<file path="config.mk">
export PLATFORM = sky130hd
export DESIGN_NAME = mem_dump
export DESIGN_NICKNAME = d
export VERILOG_FILES = /design/src/rtl/mem_dump.sv
export SDC_FILE = /design/constraint.sdc
export NUM_CORES = 1
export LEC_CHECK = 0
export ABC_AREA = 1
export ABC_CLOCK_PERIOD_IN_PS = 3300
export CORE_MARGIN = 2
export CORE_UTILIZATION = 55
export CTS_BUF_LIST = sky130_fd_sc_hd__clkbuf_4
export DETAILED_ROUTE_END_ITERATION = 12
export PLACE_DENSITY = 0.88
export SLEW_MARGIN = 5
export SYNTH_ARGS = -nofsm -noshare
export SYNTH_HDL_FRONTEND = slang
export SYNTH_SLANG_ARGS = --single-unit
</file>
<file path="constraint.sdc">
create_clock -name clk -period 3.3 [get_ports clk]
set_input_delay 0.495 -clock clk [delete_from_list [all_inputs] [get_ports clk]]
set_output_delay 0.495 -clock clk [all_outputs]
set_load 0.02 [all_outputs]
</file>
<file path="src/rtl/mem_dump.sv">
// Walks a word range through the data BRAM debug port and streams each word as four bytes, LSB first.
// Optional trailing checksum byte is enabled with `define MEM_DUMP_CHECKSUM_EN.
module mem_dump #(
  parameter int ADDR_WIDTH = 10,
  parameter int DATA_WIDTH = 32
) (
  input  logic                  clk,
  input  logic                  rst_n,
  input  logic                  start,
  input  logic [ADDR_WIDTH-1:0] start_addr,
  input  logic [8:0]            word_cnt,
  output logic [ADDR_WIDTH-1:0] debug_addr,
  input  logic [DATA_WIDTH-1:0] debug_data,
  output logic [7:0]            tx_data,
  output logic                  tx_valid,
  input  logic                  tx_ready,
  output logic                  busy,
  output logic                  cpu_stall,
  output logic                  done
);

  typedef enum logic [2:0] {
    IDLE  = 3'd0,
    FETCH = 3'd1,
    SEND  = 3'd2,
`ifdef MEM_DUMP_CHECKSUM_EN
    CSUM  = 3'd3,
`endif
    DONE  = 3'd4
  } state_t;

  state_t                state;
  state_t                next_state;
  logic [ADDR_WIDTH-1:0] cur_addr;
  logic [8:0]            words_left;
  logic [DATA_WIDTH-1:0] shift_reg;
  logic [1:0]            byte_idx;
  logic                  handshake;
  logic                  last_byte;
`ifdef MEM_DUMP_CHECKSUM_EN
  logic [7:0]            checksum;
`endif

  assign handshake = tx_valid & tx_ready;
  assign last_byte = (byte_idx == 2'd3);

  always_ff @(posedge clk or negedge rst_n) begin
    if (!rst_n) state <= IDLE;
    else        state <= next_state;
  end

  always_comb begin
    next_state = state;
    case (state)
      IDLE:  if (start) next_state = (word_cnt == 9'd0) ? DONE : FETCH;
      FETCH: next_state = SEND;
      SEND: begin
        if (tx_ready && last_byte) begin
          if (words_left == 9'd1)
`ifdef MEM_DUMP_CHECKSUM_EN
            next_state = CSUM;
`else
            next_state = DONE;
`endif
          else
            next_state = FETCH;
        end
      end
`ifdef MEM_DUMP_CHECKSUM_EN
      CSUM:  if (tx_ready) next_state = DONE;
`endif
      DONE:  next_state = IDLE;
      default: next_state = IDLE;
    endcase
  end

  // Datapath: the byte lane is always shift_reg[7:0], so each accepted byte shifts the word down.
  always_ff @(posedge clk or negedge rst_n) begin
    if (!rst_n) begin
      cur_addr   <= '0;
      words_left <= '0;
      shift_reg  <= '0;
      byte_idx   <= '0;
`ifdef MEM_DUMP_CHECKSUM_EN
      checksum   <= '0;
`endif
    end else begin
      case (state)
        IDLE: begin
          if (start) begin
            cur_addr   <= start_addr & ~ADDR_WIDTH'(3);
            words_left <= word_cnt;
`ifdef MEM_DUMP_CHECKSUM_EN
            checksum   <= '0;
`endif
          end
        end
        FETCH: begin
          shift_reg <= debug_data;
          byte_idx  <= 2'd0;
        end
        SEND: begin
          if (handshake) begin
            shift_reg <= shift_reg >> 8;
            byte_idx  <= byte_idx + 2'd1;
`ifdef MEM_DUMP_CHECKSUM_EN
            checksum  <= checksum + shift_reg[7:0];
`endif
            if (last_byte && (words_left != 9'd1)) begin
              words_left <= words_left - 9'd1;
              cur_addr   <= cur_addr + ADDR_WIDTH'(4);
            end
          end
        end
        default: ;
      endcase
    end
  end

  // Outputs decode from state and held registers only, never from tx_ready.
  always_comb begin
    tx_valid   = 1'b0;
    tx_data    = 8'h00;
    debug_addr = '0;
    busy       = (state != IDLE);
    done       = (state == DONE);
    if (state != IDLE) debug_addr = cur_addr;
    case (state)
      SEND: begin
        tx_valid = 1'b1;
        tx_data  = shift_reg[7:0];
      end
`ifdef MEM_DUMP_CHECKSUM_EN
      CSUM: begin
        tx_valid = 1'b1;
        tx_data  = checksum;
      end
`endif
      default: ;
    endcase
  end

  assign cpu_stall = busy;

endmodule

</file>
# [Word-level counts from Yosys, hierarchy flattened]
# Index checks and enable logic that the tools add are counted.
[totals] ff_bits=56 out_inout_bits=22 elab_cells=49
[classes] n_addsub=3 n_eq_ne=10 muxes=20 bitwise_logic=1 reduce_logical=10
[ops] op="32-bit case mux with 2 select lines" n=1
[ops] op="10-bit 2-to-1 mux" n=4
[ops] op="32-bit 2-to-1 mux" n=1
[ops] op="9-bit 2-to-1 mux" n=3
[ops] op="10-bit case mux with 2 select lines" n=1
[ops] op="9-bit case mux with 2 select lines" n=1
[ops] op="3-bit 2-to-1 mux" n=4
[ops] op="10-bit by 3-bit adder with 10-bit output, second input constant" n=1
[ops] op="9-bit by 1-bit equality test with 1-bit output, second input constant" n=1
[ops] op="9-bit logical NOT" n=1
[ops] op="9-bit by 1-bit inequality test with 1-bit output, second input constant" n=1
[ops] op="3-bit case mux with 3 select lines" n=1
[ops] op="9-bit by 1-bit subtractor with 9-bit output, second input constant" n=1
[ops] op="8-bit 2-to-1 mux" n=1
[ops] op="2-bit inequality test, second input constant" n=4
[ops] op="2-bit case mux with 2 select lines" n=1
[ops] op="2-bit AND reduction" n=2
[ops] op="4-bit AND reduction" n=1
[ops] op="2-bit nonzero test" n=2
[ops] op="3-bit by 1-bit equality test with 1-bit output, second input constant" n=1
[ops] op="3-bit by 2-bit equality test with 1-bit output, second input constant" n=1
[ops] op="3-bit equality test, second input constant" n=1
[ops] op="3-bit logical NOT" n=1
[ops] op="3-bit nonzero test" n=1
[ops] op="other kinds (6)" n=7

# [Longest topological paths before layout]
[depth] ltp_word=5 depth_mapped=11 ltp_nobuf=10

# [Worst setup path before layout]
# OpenSTA, ideal clock, no wires.
[synth_timing] kind="register to output" start="register state[0]" end="output port tx_data[0]" t_arrival_ps=1133 required_ps=2805 slack_ps=1672 path_stages_with_launch=5 n_path_buf=1 cell_sequence="dfrtp_1 > inv_1 > nand3_4 > clkbuf_1 > nor2_1"
[synth_between] elab_chain_len=2
[synth_rtl] element="start, declared" line="32" text="state_t state;"
[synth_rtl] element="start signal, assigned" line="49" text="else state <= next_state;"
[synth_rtl] element="3-bit by 2-bit equality test with 1-bit output" line="128" text="case (state)"
[synth_rtl] element="8-bit 2-to-1 mux" line="128"
[synth_rtl] element="end, declared" line="14" text="output logic [7:0] tx_data,"
# Every way passes these cells.

# [Worst setup path in the final report]
[layout_timing] start="register state[0]" end="output port tx_data[3]"
# Same word-level chain as after synthesis.

==> results.json <==
{
  "outcome": "finished clean",
  "rsz0062_at_grt": "no",
  "cts_root_buffer": "clkbuf_4",
  "ys.flop_type": "dfrtp_1",
  "fp.dieW_um": 79.93,
  "pwr_density_cell_nw_per_um2": 905.1,
  "synth_commonest_cells": "nand2_1, inv_1, dfrtp_1, nand3_1, o21ai_0",
  "cap_violations": 0,
  "synthTopCellsByArea": "dfrtp_1, nand2_1, inv_1",
  "synth_most_common_cell": "nand2_1",
  "wl_mm": 7.525,
  "dieArea_sq_um": 6388,
  "io_pins": 77,
  "vias": 2996,
  "synth-edff-count": 0,
  "syn_area_sq_um": 3171,
  "start_util_pct": 57.23,
  "setup_viol_count_final": 0,
  "final_area_sq_um": 3928,
  "finalHoldViolations": 0,
  "arrival_ns": 2.35,
  "layout_worst_path_cycle_share_pct": 86.27,
  "async_flop_share_pct": 100.0,
  "fillCellCount": 459,
  "post_dp_cell_area_sq_um": 3870,
  "area_growth_pct": 23.88,
  "dr.pass1.iters": 4,
  "ys_ff_latch": 54,
  "cp_num_buf_inv": 2,
  "min_path_type": "in -> async",
  "syn_area_per_cell_sq_um": 7.339,
  "synth_top_area_cell": "dfrtp_1",
  "postRouteAntennaNets": 0,
  "cts_tree": "built",
  "largest_reg_flops": 32,
  "drt-initial-drc-count": 162,
  "layout_min_cycle_time_ns": 2.847,
  "start_kind": "flop",
  "clk_latency_ns": 0.38,
  "fin_nets": 553,
  "cp_max_fo": 34,
  "worst_setup_path_end_kind": "primary output",
  "wl_per_cell_um": 13.27,
  "layout-drive-gt1-share_pct": 4.848,
  "ys_seq_area_share_pct": 42.62,
  "synth_top_area_share_pct": 42.62,
  "cpLargestDelayFamily": "buffers and inverters",
  "worst_ir_drop_vdd_uv": 420.0,
  "synthDistinctLibCells": 31,
  "crit_path_cell_trace": "inv_1 > nand3_4 > nor2_1 > clkdlybuf4s50_1",
  "place.gp.congestion": 0.8220,
  "hold_slack_ns": 0.1367,
  "yosys_warnings": 0,
  "grt_pass1_wl_mm": 12.83,
  "cts_hold_buf": 0,
  "cts.clk_slew.worst_paths_ns": 0.17,
  "power_leakage_nw": 1.892,
  "fmax_mhz": 351.2,
  "dp_hpwl_mm": 5.395,
  "fp.coreArea_sq_um": 5540,
  "grt_pass1_vias": 2986,
  "clockBufferDepth": 2,
  "skew_ns": 0.01451,
  "numCtsBuffers": 5,
  "drc_errors": 0,
  "diodes": 0,
  "ctsHtreeMaxLevel": 2,
  "slew_headroom_pct": 51.54,
  "final.setup.tns_ns": 0,
  "grt_use_total_pct": 25.20,
  "antenna_found_initial": 0,
  "overflow": 0,
  "worst_pin_slew_ns": 0.7269,
  "port_buffers": 72,
  "final_max_slew_viol_count": 0,
  "slowest_delay_ns": 0.64,
  "crit_required_ns": 2.80,
  "clock_sink_count": 54,
  "grt_max_degree": 58,
  "synthCells": 432,
  "dieHeight_um": 79.93,
  "via_per_inst": 5.284,
  "critPathKind": "reg -> out",
  "postCtsSetupRepairBufs": 0,
  "finalCoreUtilization_pct": 70.89,
  "cts_resized": 0,
  "cp_slowest_cell": "clkdlybuf4s50_1",
  "num_rows": 27
}
==> worst register-to-register path, stage by stage, from the launching register on <==
cell,delay (ns)
dfrtp_1,0.54
inv_1,0.21
nand3_4,0.36
inv_2,0.20
buf_4,0.24
nand2_1,0.10
nand2_1,0.06
buf_4,0.42
o211ai_1,0.20
o21ai_0,0.12
==> cell families (layout without fill, tap and decap cells) <==
family	count (synthesis)	in the layout	synth area share, %
simple gates	218	218	29.87
buf+inv	83	145	12.00
fa+ha+maj	4	4	1.579
compound gates	71	71	13.54
xor+xnor	1	1	0.2763
other cells	1	2	0.1183
flops	54	54	42.62
==> layer usage <==
metal | GRT usage (%) | wire length [um]
met5 | 0 | 0
met4 | 9.153 | 70
met3 | 5.317 | 389
met2 | 44.50 | 3789
met1 | 30.07 | 3276
==> cells in the final DEF, fill, tap and decap left out <==
cell type and instances:
clkbuf_4 5, o21ai_1 5, buf_4 5, and2_1 1
clkdlybuf4s50_1 71, a31oi_1 1, nor2_4 1, conb_1 2
nand3_4 1, inv_4 1, nand3_2 1, nand4_1 2
nand2_8 1, nand2_1 127, nand2_4 3, ha_1 4
dfrtp_1 54, nand3_1 42, o21ai_0 38, o211ai_1 24
xnor2_1 1, clkinv_1 1, a21oi_1 1, nor2_1 37
inv_6 2, buf_2 1, clkinvlp_4 1, o21ai_4 1
inv_2 1, nor3_1 2, o22ai_1 1, inv_1 57
==> path summary, 6_finish.rpt <==
path	from	endpoint	slack, ns	cells past startpoint
setup / recovery	state[0]	tx_data[3]	0.45	4
hold / removal	rst_n	shift_reg[28]	0.14	1
setup reg to reg	state[0]	shift_reg[10]	0.78	9
hold reg to reg	byte_idx[1]	byte_idx[1]	0.50	2
max in group asynchronous	rst_n	words_left[2]	2.38	2
min in group clk	byte_idx[1]	byte_idx[1]	0.50	2
==> power breakdown <==
part	switching [mW]	internal, mW
logic	1.33	0.743
registers	0.197	0.973
clock network	0.226	0.0839
total	1.76	1.80
==> area by class of cell <==
class                           instances  area, sq um  area share (%)
Clock buffer                            5        37.54          0.9557
Sequential cell                        54         1351           34.41
Timing Repair Buffer                   77        753.2           19.18
Clock inverter                          3        20.02          0.5097
Inverter                               60        232.7           5.925
Tap cell                               72        90.09           2.294
Multi-Input combinational cell        296         1443           36.73
==> metrics by stage <==
stage          setup slack [ns]  std cells  total power [mW]
2_1_floorplan             1.672        433             2.712
3_5_place_dp             0.8100        559             3.253
3_3_place_gp             0.8385        559             3.170
5_1_grt                  0.3041        567             3.914
4_1_cts                  0.4592        567             3.566
6_report                 0.4530        567             3.555
Power figures use the tool's default switching activity.
